<file path="config.mk">
export PLATFORM = sky130hd
export DESIGN_NAME = tp_dis_loader_flat
export DESIGN_NICKNAME = d
export VERILOG_FILES = /design/src/rtl/tp_dis_loader_if.sv /design/src/rtl/tp_dis_loader.sv /design/src/flat_wrapper.sv
export SDC_FILE = /design/constraint.sdc
export NUM_CORES = 1
export LEC_CHECK = 0
export BUFFER_PORTS_ARGS = -buffer_cell sky130_fd_sc_hd__buf_2
export CAP_MARGIN = 30
export CORE_ASPECT_RATIO = 1.75
export CORE_UTILIZATION = 40
export CTS_BUF_LIST = sky130_fd_sc_hd__clkbuf_8
export DETAILED_ROUTE_END_ITERATION = 8
export PLACE_DENSITY = 0.73
export SLEW_MARGIN = 20
export SYNTH_ARGS = -nofsm -noshare
export SYNTH_HDL_FRONTEND = slang
export SYNTH_SLANG_ARGS = --single-unit
export TNS_END_PERCENT = 10
</file>
<file path="constraint.sdc">
create_clock -name clk -period 1.6 [get_ports clk]
set_input_delay 0.16 -clock clk [delete_from_list [all_inputs] [get_ports clk]]
set_output_delay 0.16 -clock clk [all_outputs]
set_load 0.1 [all_outputs]
</file>
<file path="src/rtl/tp_dis_loader_if.sv">
// ============================================================================
//  Module      : tp_dis_loader_if
//  Description : Host distance-word stream plus the two-point distance write
//                port toward the node array, bundled for tp_dis_loader.
//  Revision    : 1.0 - initial release
// ============================================================================
`default_nettype none

interface tp_dis_loader_if #(
  parameter int ADDR_W = 3,
  parameter int DATA_W = 16
);
  logic                  in_valid;
  logic [DATA_W-1:0]     in_data;
  logic                  in_ready;
  logic                  tp_dis_write;
  logic [2*ADDR_W-1:0]   tp_dis_waddr;
  logic [DATA_W-1:0]     tp_dis_wdata;

  // Host / test side: supplies words, observes the write port.
  modport master (
    output in_valid, in_data,
    input  in_ready, tp_dis_write, tp_dis_waddr, tp_dis_wdata
  );

  // Loader side.
  modport slave (
    input  in_valid, in_data,
    output in_ready, tp_dis_write, tp_dis_waddr, tp_dis_wdata
  );
endinterface

`default_nettype wire

</file>
<file path="src/rtl/tp_dis_loader.sv">
// ============================================================================
//  Module      : tp_dis_loader
//  Description : Loads an N_CITY x N_CITY two-point distance matrix from a
//                host word stream into the node array, one write per cycle.
//                Optional macro TP_DIS_SYM_EN: host sends only the upper
//                triangle; the loader writes zero diagonals itself and
//                mirrors every accepted word to (to,from) on the next cycle.
//  Revision    : 1.0 - initial release
// ============================================================================
`default_nettype none

module tp_dis_loader #(
  parameter int N_CITY = 8,
  parameter int ADDR_W = 3,
  parameter int DATA_W = 16
) (
  input  wire logic        clk,
  input  wire logic        rst_n,
  input  wire logic        start,
  input  wire logic        abort,
  tp_dis_loader_if.slave   bus,
  output logic             busy,
  output logic             done
);

  localparam logic [ADDR_W-1:0] c_last = ADDR_W'(N_CITY - 1);
  localparam logic [ADDR_W-1:0] c_one  = ADDR_W'(1);

  typedef enum logic [1:0] {
    S_IDLE = 2'd0,
    S_LOAD = 2'd1,
    S_DONE = 2'd2
  } state_t;

`ifdef TP_DIS_SYM_EN
  // Sub-step inside LOAD: zero diagonal, host word, mirrored copy.
  typedef enum logic [1:0] {
    PH_DIAG   = 2'd0,
    PH_WORD   = 2'd1,
    PH_MIRROR = 2'd2
  } phase_t;

  phase_t r_phase;
`endif

  state_t              r_state;
  logic [ADDR_W-1:0]   r_from;
  logic [ADDR_W-1:0]   r_to;
  logic                r_last;    // final write already issued
  logic                r_write;
  logic [2*ADDR_W-1:0] r_waddr;
  logic [DATA_W-1:0]   r_wdata;
  logic                r_busy;
  logic                r_done;
  logic                w_ready;

  // A host word is needed only while loading, before the final write, and
  // (symmetric build) only in the word slot, never on diagonal/mirror slots.
`ifdef TP_DIS_SYM_EN
  assign w_ready = (r_state == S_LOAD) && !r_last && (r_phase == PH_WORD);
`else
  assign w_ready = (r_state == S_LOAD) && !r_last;
`endif

  assign bus.in_ready     = w_ready;
  assign bus.tp_dis_write = r_write;
  assign bus.tp_dis_waddr = r_waddr;
  assign bus.tp_dis_wdata = r_wdata;
  assign busy             = r_busy;
  assign done             = r_done;

  // Control FSM, index counters and registered write port.
  always_ff @(posedge clk or negedge rst_n) begin
    if (!rst_n) begin
      r_state <= S_IDLE;
      r_from  <= '0;
      r_to    <= '0;
      r_last  <= 1'b0;
      r_write <= 1'b0;
      r_waddr <= '0;
      r_wdata <= '0;
      r_busy  <= 1'b0;
      r_done  <= 1'b0;
`ifdef TP_DIS_SYM_EN
      r_phase <= PH_DIAG;
`endif
    end else begin
      r_write <= 1'b0;
      r_done  <= 1'b0;
      case (r_state)
        S_IDLE: begin
          if (start) begin
            r_state <= S_LOAD;
            r_busy  <= 1'b1;
            r_from  <= '0;
            r_to    <= '0;
            r_last  <= 1'b0;
`ifdef TP_DIS_SYM_EN
            r_phase <= PH_DIAG;
`endif
          end
        end

        S_LOAD: begin
          if (abort) begin
            // Abort wins over any pending word; no write, no done.
            r_state <= S_IDLE;
            r_busy  <= 1'b0;
            r_last  <= 1'b0;
          end else if (r_last) begin
            // Final write is on the port this cycle; complete next.
            r_state <= S_DONE;
            r_busy  <= 1'b0;
            r_done  <= 1'b1;
            r_last  <= 1'b0;
          end else begin
`ifdef TP_DIS_SYM_EN
            case (r_phase)
              PH_DIAG: begin
                r_write <= 1'b1;
                r_waddr <= {r_from, r_from};
                r_wdata <= '0;
                if (r_from == c_last) begin
                  r_last <= 1'b1;
                end else begin
                  r_to    <= r_from + c_one;
                  r_phase <= PH_WORD;
                end
              end
              PH_WORD: begin
                if (bus.in_valid) begin
                  r_write <= 1'b1;
                  r_waddr <= {r_from, r_to};
                  r_wdata <= bus.in_data;
                  r_phase <= PH_MIRROR;
                end
              end
              PH_MIRROR: begin
                // Data register still holds the word just written.
                r_write <= 1'b1;
                r_waddr <= {r_to, r_from};
                if (r_to == c_last) begin
                  r_from  <= r_from + c_one;
                  r_phase <= PH_DIAG;
                end else begin
                  r_to    <= r_to + c_one;
                  r_phase <= PH_WORD;
                end
              end
              default: r_phase <= PH_DIAG;
            endcase
`else
            if (bus.in_valid) begin
              r_write <= 1'b1;
              r_waddr <= {r_from, r_to};
              r_wdata <= bus.in_data;
              if (r_to == c_last) begin
                r_to <= '0;
                if (r_from == c_last) begin
                  r_last <= 1'b1;
                end else begin
                  r_from <= r_from + c_one;
                end
              end else begin
                r_to <= r_to + c_one;
              end
            end
`endif
          end
        end

        S_DONE: begin
          r_state <= S_IDLE;
        end

        default: begin
          r_state <= S_IDLE;
          r_busy  <= 1'b0;
        end
      endcase
    end
  end

endmodule

`default_nettype wire

</file>
<file path="src/flat_wrapper.sv">
// flat-port wrapper written by rule: the top's interface ports become plain ports
module tp_dis_loader_flat 
#(
  parameter int N_CITY = 8,
  parameter int ADDR_W = 3,
  parameter int DATA_W = 16
)
  (clk, rst_n, start, abort, busy, done, bus_in_valid, bus_in_data, bus_in_ready, bus_tp_dis_write, bus_tp_dis_waddr, bus_tp_dis_wdata);
  tp_dis_loader_if #(.ADDR_W(ADDR_W), .DATA_W(DATA_W)) bus_i ();
  input  wire logic clk;
  input  wire logic rst_n;
  input  wire logic start;
  input  wire logic abort;
  output logic busy;
  output logic done;
  input wire logic [$bits(bus_i.in_valid)-1:0] bus_in_valid;
  input wire logic [$bits(bus_i.in_data)-1:0] bus_in_data;
  output wire logic [$bits(bus_i.in_ready)-1:0] bus_in_ready;
  output wire logic [$bits(bus_i.tp_dis_write)-1:0] bus_tp_dis_write;
  output wire logic [$bits(bus_i.tp_dis_waddr)-1:0] bus_tp_dis_waddr;
  output wire logic [$bits(bus_i.tp_dis_wdata)-1:0] bus_tp_dis_wdata;
  assign bus_i.in_valid = bus_in_valid;
  assign bus_i.in_data = bus_in_data;
  assign bus_in_ready = bus_i.in_ready;
  assign bus_tp_dis_write = bus_i.tp_dis_write;
  assign bus_tp_dis_waddr = bus_i.tp_dis_waddr;
  assign bus_tp_dis_wdata = bus_i.tp_dis_wdata;
  tp_dis_loader #(.N_CITY(N_CITY), .ADDR_W(ADDR_W), .DATA_W(DATA_W)) u_core (.clk(clk), .rst_n(rst_n), .start(start), .abort(abort), .bus(bus_i), .busy(busy), .done(done));
endmodule
</file>
======== After elaboration in Yosys (flattened, before gate mapping) ========
Index checks and enable logic that the tools add are counted.
W data, S select, Z words.
storage, ports and cells
  output and inout bits ................... 26
  word-level logic and storage cells ...... 69
  input bits .............................. 21
  register bits ........................... 34
operators by class
  reductions and logical operators ........ 10
  add/subtract/negate cells ............... 2
  multiplexer cells ....................... 34
  bitwise logic cells ..................... 3
  eq/ne operators ......................... 11
operators by type and width
  cell                   number
  $mux W3                10
  $mux W1                16
  $ne A2 B2 Y1 const B   6
  $pmux W3 S2            2
  $reduce_and A7 Y1      1
  $add A3 B1 Y3 const B  2
  $eq A3 B3 Y1 const B   2
  $mux W2                3
  $reduce_and A5 Y1      1
  $pmux W2 S2            1
  $reduce_and A2 Y1      2
  $reduce_and A4 Y1      1
  $ne A3 B2 Y1 const B   1
  $not A1 Y1             3
  $pmux W1 S3            1
  $reduce_and A3 Y1      1
  $eq A2 B1 Y1 const B   1
  $eq A2 B2 Y1 const B   1
  $logic_not A2 Y1       1
  $pmux W1 S2            1
  $reduce_bool A2 Y1     1
  $logic_and A1 B1 Y1    1
  $logic_not A1 Y1       1

======== Longest topological paths before layout ========
  depth after elaboration ................. 7
  mapped depth ............................ 4
  depth with buffers taken out ............ 4

======== Worst setup path before layout ========
Ideal clock, no wire load.
  path type ............................... reg-to-output
  start point ............................. register u_core.r_state[1]
  end point ............................... output bus_in_ready
  arrival ................................. 2.944 ns
  slack ................................... -1.504 ns
  cell stages (with the launch flop) ...... 3
  cell sequence ........................... dfrtp_1 clkbuf_1 nor3b_1
between the ends
  longest elaborated chain between the ends .. 2
ends and longest elaborated chain
  element                 line                  source
  from (decl)             tp_dis_loader.sv:46   state_t r_state;
  from (signal assigned)  tp_dis_loader.sv:75   r_state <= S_IDLE;
  from (signal assigned)  tp_dis_loader.sv:93   r_state <= S_LOAD;
  from (signal assigned)  tp_dis_loader.sv:107  r_state <= S_IDLE;
  $eq A2 B1 Y1            tp_dis_loader.sv:62   assign w_ready = (r_state == S_LOAD) && !r_last;
  $logic_and A1 B1 Y1     tp_dis_loader.sv:62
  to (decl)               flat_wrapper.sv:18    output wire logic [$bits(bus_i.in_ready)-1:0] bus_in_ready;
No other way between the ends.

======== Worst setup path after layout ========
  start point ............................. register u_core.r_last
  end point ............................... register u_core.r_wdata[14], in the netlist u_core.bus.tp_dis_wdata[14]
between the ends
  longest elaborated chain between the ends .. 2
ends and longest elaborated chain
  element                      line                  source
  from (decl)                  tp_dis_loader.sv:49   logic r_last;
  from (signal assigned)       tp_dis_loader.sv:78   r_last <= 1'b0;
  from (signal assigned)       tp_dis_loader.sv:97   r_last <= 1'b0;
  from (signal assigned)       tp_dis_loader.sv:109  r_last <= 1'b0;
  $not A1 Y1 (no line)         --
  $reduce_and A4 Y1 (no line)  --
  to (signal assigned)         tp_dis_loader.sv:156  r_wdata <= bus.in_data;
  to (decl)                    tp_dis_loader.sv:52   logic [DATA_W-1:0] r_wdata;
No other way between the ends.
A chain may end at the register's enable or synchronous reset.

==> summary.md <==
| Metric | Value |
|---|---|
| Initial antenna violation count | `0` |
| Sequential-to-total area share from yosys stat | `0.5842` |
| Drt pass-1 iters | `3` |
| Area growth from synthesis to layout | `30.41%` |
| Worst-case vdd ir drop | `1236 uV` |
| Part of the power in registers | `0.336` |
| Setup Viol. Count Final | `0` |
| Number of standard-cell rows in the floorplan | `28` |
| Ports placed on the boundary | `47` |
| Stage delay of the slowest cell on the critical path | `0.38 ns` |
| Antenna diodes | `0` |
| Total track usage | `0.1513` |
| Peak clock frequency supported by timing | `0.6637 GHz` |
| Global-route wire length before repair | `4091 um` |
| Count of different cell masters after synthesis | `25` |
| Largest cells by area after synthesis | `sky130_fd_sc_hd__dfrtp_1 (58%), sky130_fd_sc_hd__mux2_2 (9.3%), sky130_fd_sc_hd__mux2_1 (7.7%)` |
| Final global-route overflow total | `0` |
| Kind of start point of the critical path | `flip-flop` |
| Pin count of the biggest net entering global routing | `35` |
| Crit-path cells | `nand4bb_4 -> nor2_8 -> buf_12 -> mux2_2` |
| Total number of H-tree levels | `2` |
| Height of the chip | `81.83 um` |
| Post-place instance area | `1783 sq um` |
| Cell count after synthesis | `98` |
| Vias post-DR | `slightly below 1k` |
| Hold Fails Final Rpt | `0` |
| Starting Density | `0.4242` |
| CTS buffer count | `5` |
| Max-cap violations | `0` |
| Final worst clock skew | `between 0.002 and 0.003 ns` |
| Power density cells | `around 1700 nW/um^2` |
| CP required | `1.76 ns` |
| Final worst path period share | `0.9418` |
| Worst-case register-to-register setup slack | `slightly above 0.09 ns` |
| Worst hold path class | `in2reg` |
| Number of global-route vias before repair | `950` |
| Sw frac | `0.4967` |
| Outcome | `finished clean` |
| Final net count | `178` |
| Setup repair after global routing missed its margin | `no` |
| Wirelength per Cell | `13.45 um` |
| Worst path arrival time | `between 1.5 and 2 ns` |
| Area share of the largest cell type after synthesis | `0.5842` |
| Total internal power | `1.610 mW` |
| Number of max-slew violations in the final report | `0` |
| Residual DRC | `0` |
| Skew-Pair Late Insertion Delay | `0.28 ns` |
| Die Outline Area | `3896 sq um` |
| Post-route cell area | `1899 sq um` |
| Routed wire length | `2677 um` |
| Switching power summed over all nets | `1.589 mW` |
| Clock share of power | `0.198` |
| Total standard cell area after synthesis | `roughly 1500 sq um` |
| Yosys Warn Count | `0` |
| Seq cells post-synth | `34` |
| Core footprint | `3433 sq um` |
| Final GP Congestion | `0.7728` |
| Count of antenna-violating nets left after detailed routing | `0` |
| Maximum fanout count along the critical path | `20` |
| Worst slew margin | `0.5062` |
| Detailed-placement wirelength estimate | `1981 um` |
| Root Driver | `sky130_fd_sc_hd__clkbuf_8` |
| Ratio of cells with drive above 1 in the final layout | `0.5065` |
| 1st-iter DRT viols | `25` |
| Max clock buf depth | `2` |
| Clock-pin slew of the registers on the worst-case setup and hold paths | `roughly 0.07 ns` |
| Quantity of I/O buffers inserted on ports | `46` |
| Cell type of the slowest stage on the worst timing path | `sky130_fd_sc_hd__dfrtp_1` |
| Synth Net Count | `123` |
| Crit path time final | `1.507 ns` |
| Horizontal die dimension | `47.62 um` |
| Smallest hold slack | `0.09401 ns` |
| Critical path class | `reg2reg` |
| Avg Vias per Cell | `4.995` |
| Slew at the pin closest to its max-slew limit | `0.7406 ns` |
| Relative contribution of combinational cells to total power | `0.466` |
| Largest area contributor in the synthesized netlist | `sky130_fd_sc_hd__dfrtp_1` |
| Leakage power total | `0.9394 nW` |
| Sinks on the clock net | `34` |
| Post-synthesis area per instance | `about 15 sq um` |
| Crit end category | `flip-flop` |
| Clock tree from TritonCTS | `built` |
## stage by stage
step                setup TNS, ns  std cells  utilization  setup slack [ns]  total power [mW]
detailed placement              0        189       0.5193           0.03112             2.586
global route                    0        199       0.5532           0.01104             3.348
finish                          0        199       0.5532           0.09320             3.199
CTS                             0        198       0.5488          0.002131             3.229
floorplan                -0.02923         98            -          -0.02923             2.322
global placement                0        189       0.5193           0.08402             2.561
## layout make-up
class	instances	area (sq um)
clock buffers	6	82.58
clock inverters	2	8.758
fillers	316	1534
inverters	5	18.77
multi-input cells	55	575.6
flip-flops and latches	34	852.1
well taps	45	56.30
repair buffers	52	305.3
## synth_stat cells
cell type and count:
sky130_fd_sc_hd__inv_1 5, sky130_fd_sc_hd__nor2_1 2, sky130_fd_sc_hd__nand4bb_4 1, sky130_fd_sc_hd__mux2_1 10, sky130_fd_sc_hd__o211a_1 2, sky130_fd_sc_hd__mux2i_1 3
sky130_fd_sc_hd__ha_1 4, sky130_fd_sc_hd__a32o_1 1, sky130_fd_sc_hd__nand2b_1 1, sky130_fd_sc_hd__dfrtp_1 34, sky130_fd_sc_hd__mux2_2 12, sky130_fd_sc_hd__nor4bb_1 2
sky130_fd_sc_hd__or4_1 1, sky130_fd_sc_hd__a221o_1 2, sky130_fd_sc_hd__a21boi_0 1, sky130_fd_sc_hd__a21oi_1 2, sky130_fd_sc_hd__nor2_8 1, sky130_fd_sc_hd__buf_6 2
sky130_fd_sc_hd__o21ai_0 4, sky130_fd_sc_hd__nor3b_1 1, sky130_fd_sc_hd__o21bai_1 1, sky130_fd_sc_hd__nand2_1 2, sky130_fd_sc_hd__clkbuf_1 2, sky130_fd_sc_hd__nor4b_4 1
sky130_fd_sc_hd__o22ai_1 1
## worst paths after layout
kind	startpoint	to	cells after the start
worst max-delay path	u_core.r_last$_DFFE_PN0P_	u_core.bus.tp_dis_wdata[14]$_DFFE_PN0P_	4
worst min-delay path	bus_in_data[9]	u_core.bus.tp_dis_wdata[9]$_DFFE_PN0P_	2
worst max register to register	u_core.r_last$_DFFE_PN0P_	u_core.bus.tp_dis_wdata[14]$_DFFE_PN0P_	4
worst min register to register	u_core.bus.tp_dis_wdata[5]$_DFFE_PN0P_	u_core.bus.tp_dis_wdata[5]$_DFFE_PN0P_	1
max in group asynchronous	rst_n	u_core.r_state[1]$_DFFE_PN0P_	2
min in group asynchronous	rst_n	u_core.r_from[0]$_DFFE_PN0P_	2
## sequential cells by signal, summed over array words and instances (netlist names)
signal and flops:
u_core.bus.tp_dis_waddr 6, u_core.bus.tp_dis_wdata 16, u_core.bus.tp_dis_write 1, u_core.busy 1, u_core.done 1, u_core.r_from 3
u_core.r_last 1, u_core.r_state 2, u_core.r_to 3
## power by group through the flow
stage	clock, mW	combinational (mW)	sequential [mW]
CTS	0.658	1.49	1.08
global route	0.700	1.55	1.10
finish	0.633	1.49	1.08
floorplan	0	0.213	2.11
global placement	0	1.47	1.09
detailed placement	0	1.49	1.10
## worst max-delay path: cells and delay by family (launching register included)
family	cells	cell delay (ns)
and+or+nand+nor	2	0.48
DFF	1	0.38
muxes	1	0.35
buffers and inverters	1	0.17
## routing by layer
layer,part of all wire,track usage
met1,0.40,0.1538
met2,0.55,0.2685
met3,0.043,0.05275
met4,0.011,0.05833
met5,0,0
## cell usage in the layout (no fill, tap or decap), drive strengths merged, types with 2 or more instances in the layout
cell,count
clkbuf,6
mux2,22
a221o,2
o21ai,4
nand2,2
nor4bb,2
buf,51
mux2i,3
dfrtp,34
ha,4
inv,6
o211a,2
nor2,3
a21oi,2
## cells by family after synthesis
logic type	Yosys count	share of synthesized area
adder cells (fa/ha/maj)	4	0.03437
AND/OR/NAND/NOR	12	0.08764
AO/OA/AOI/OAI	14	0.06960
flip-flops	34	0.5842
buffers and inverters	9	0.03351
multiplexers	25	0.1907
## what timing repair did
action	CTS	global route
endpoints found under the hold margin	34	0
hold buffers	1	0
buffers inserted	0	1
setup endpoints to repair	0	3
gates resized for setup	0	3
Note: power is estimated with default switching activity, not from simulation.
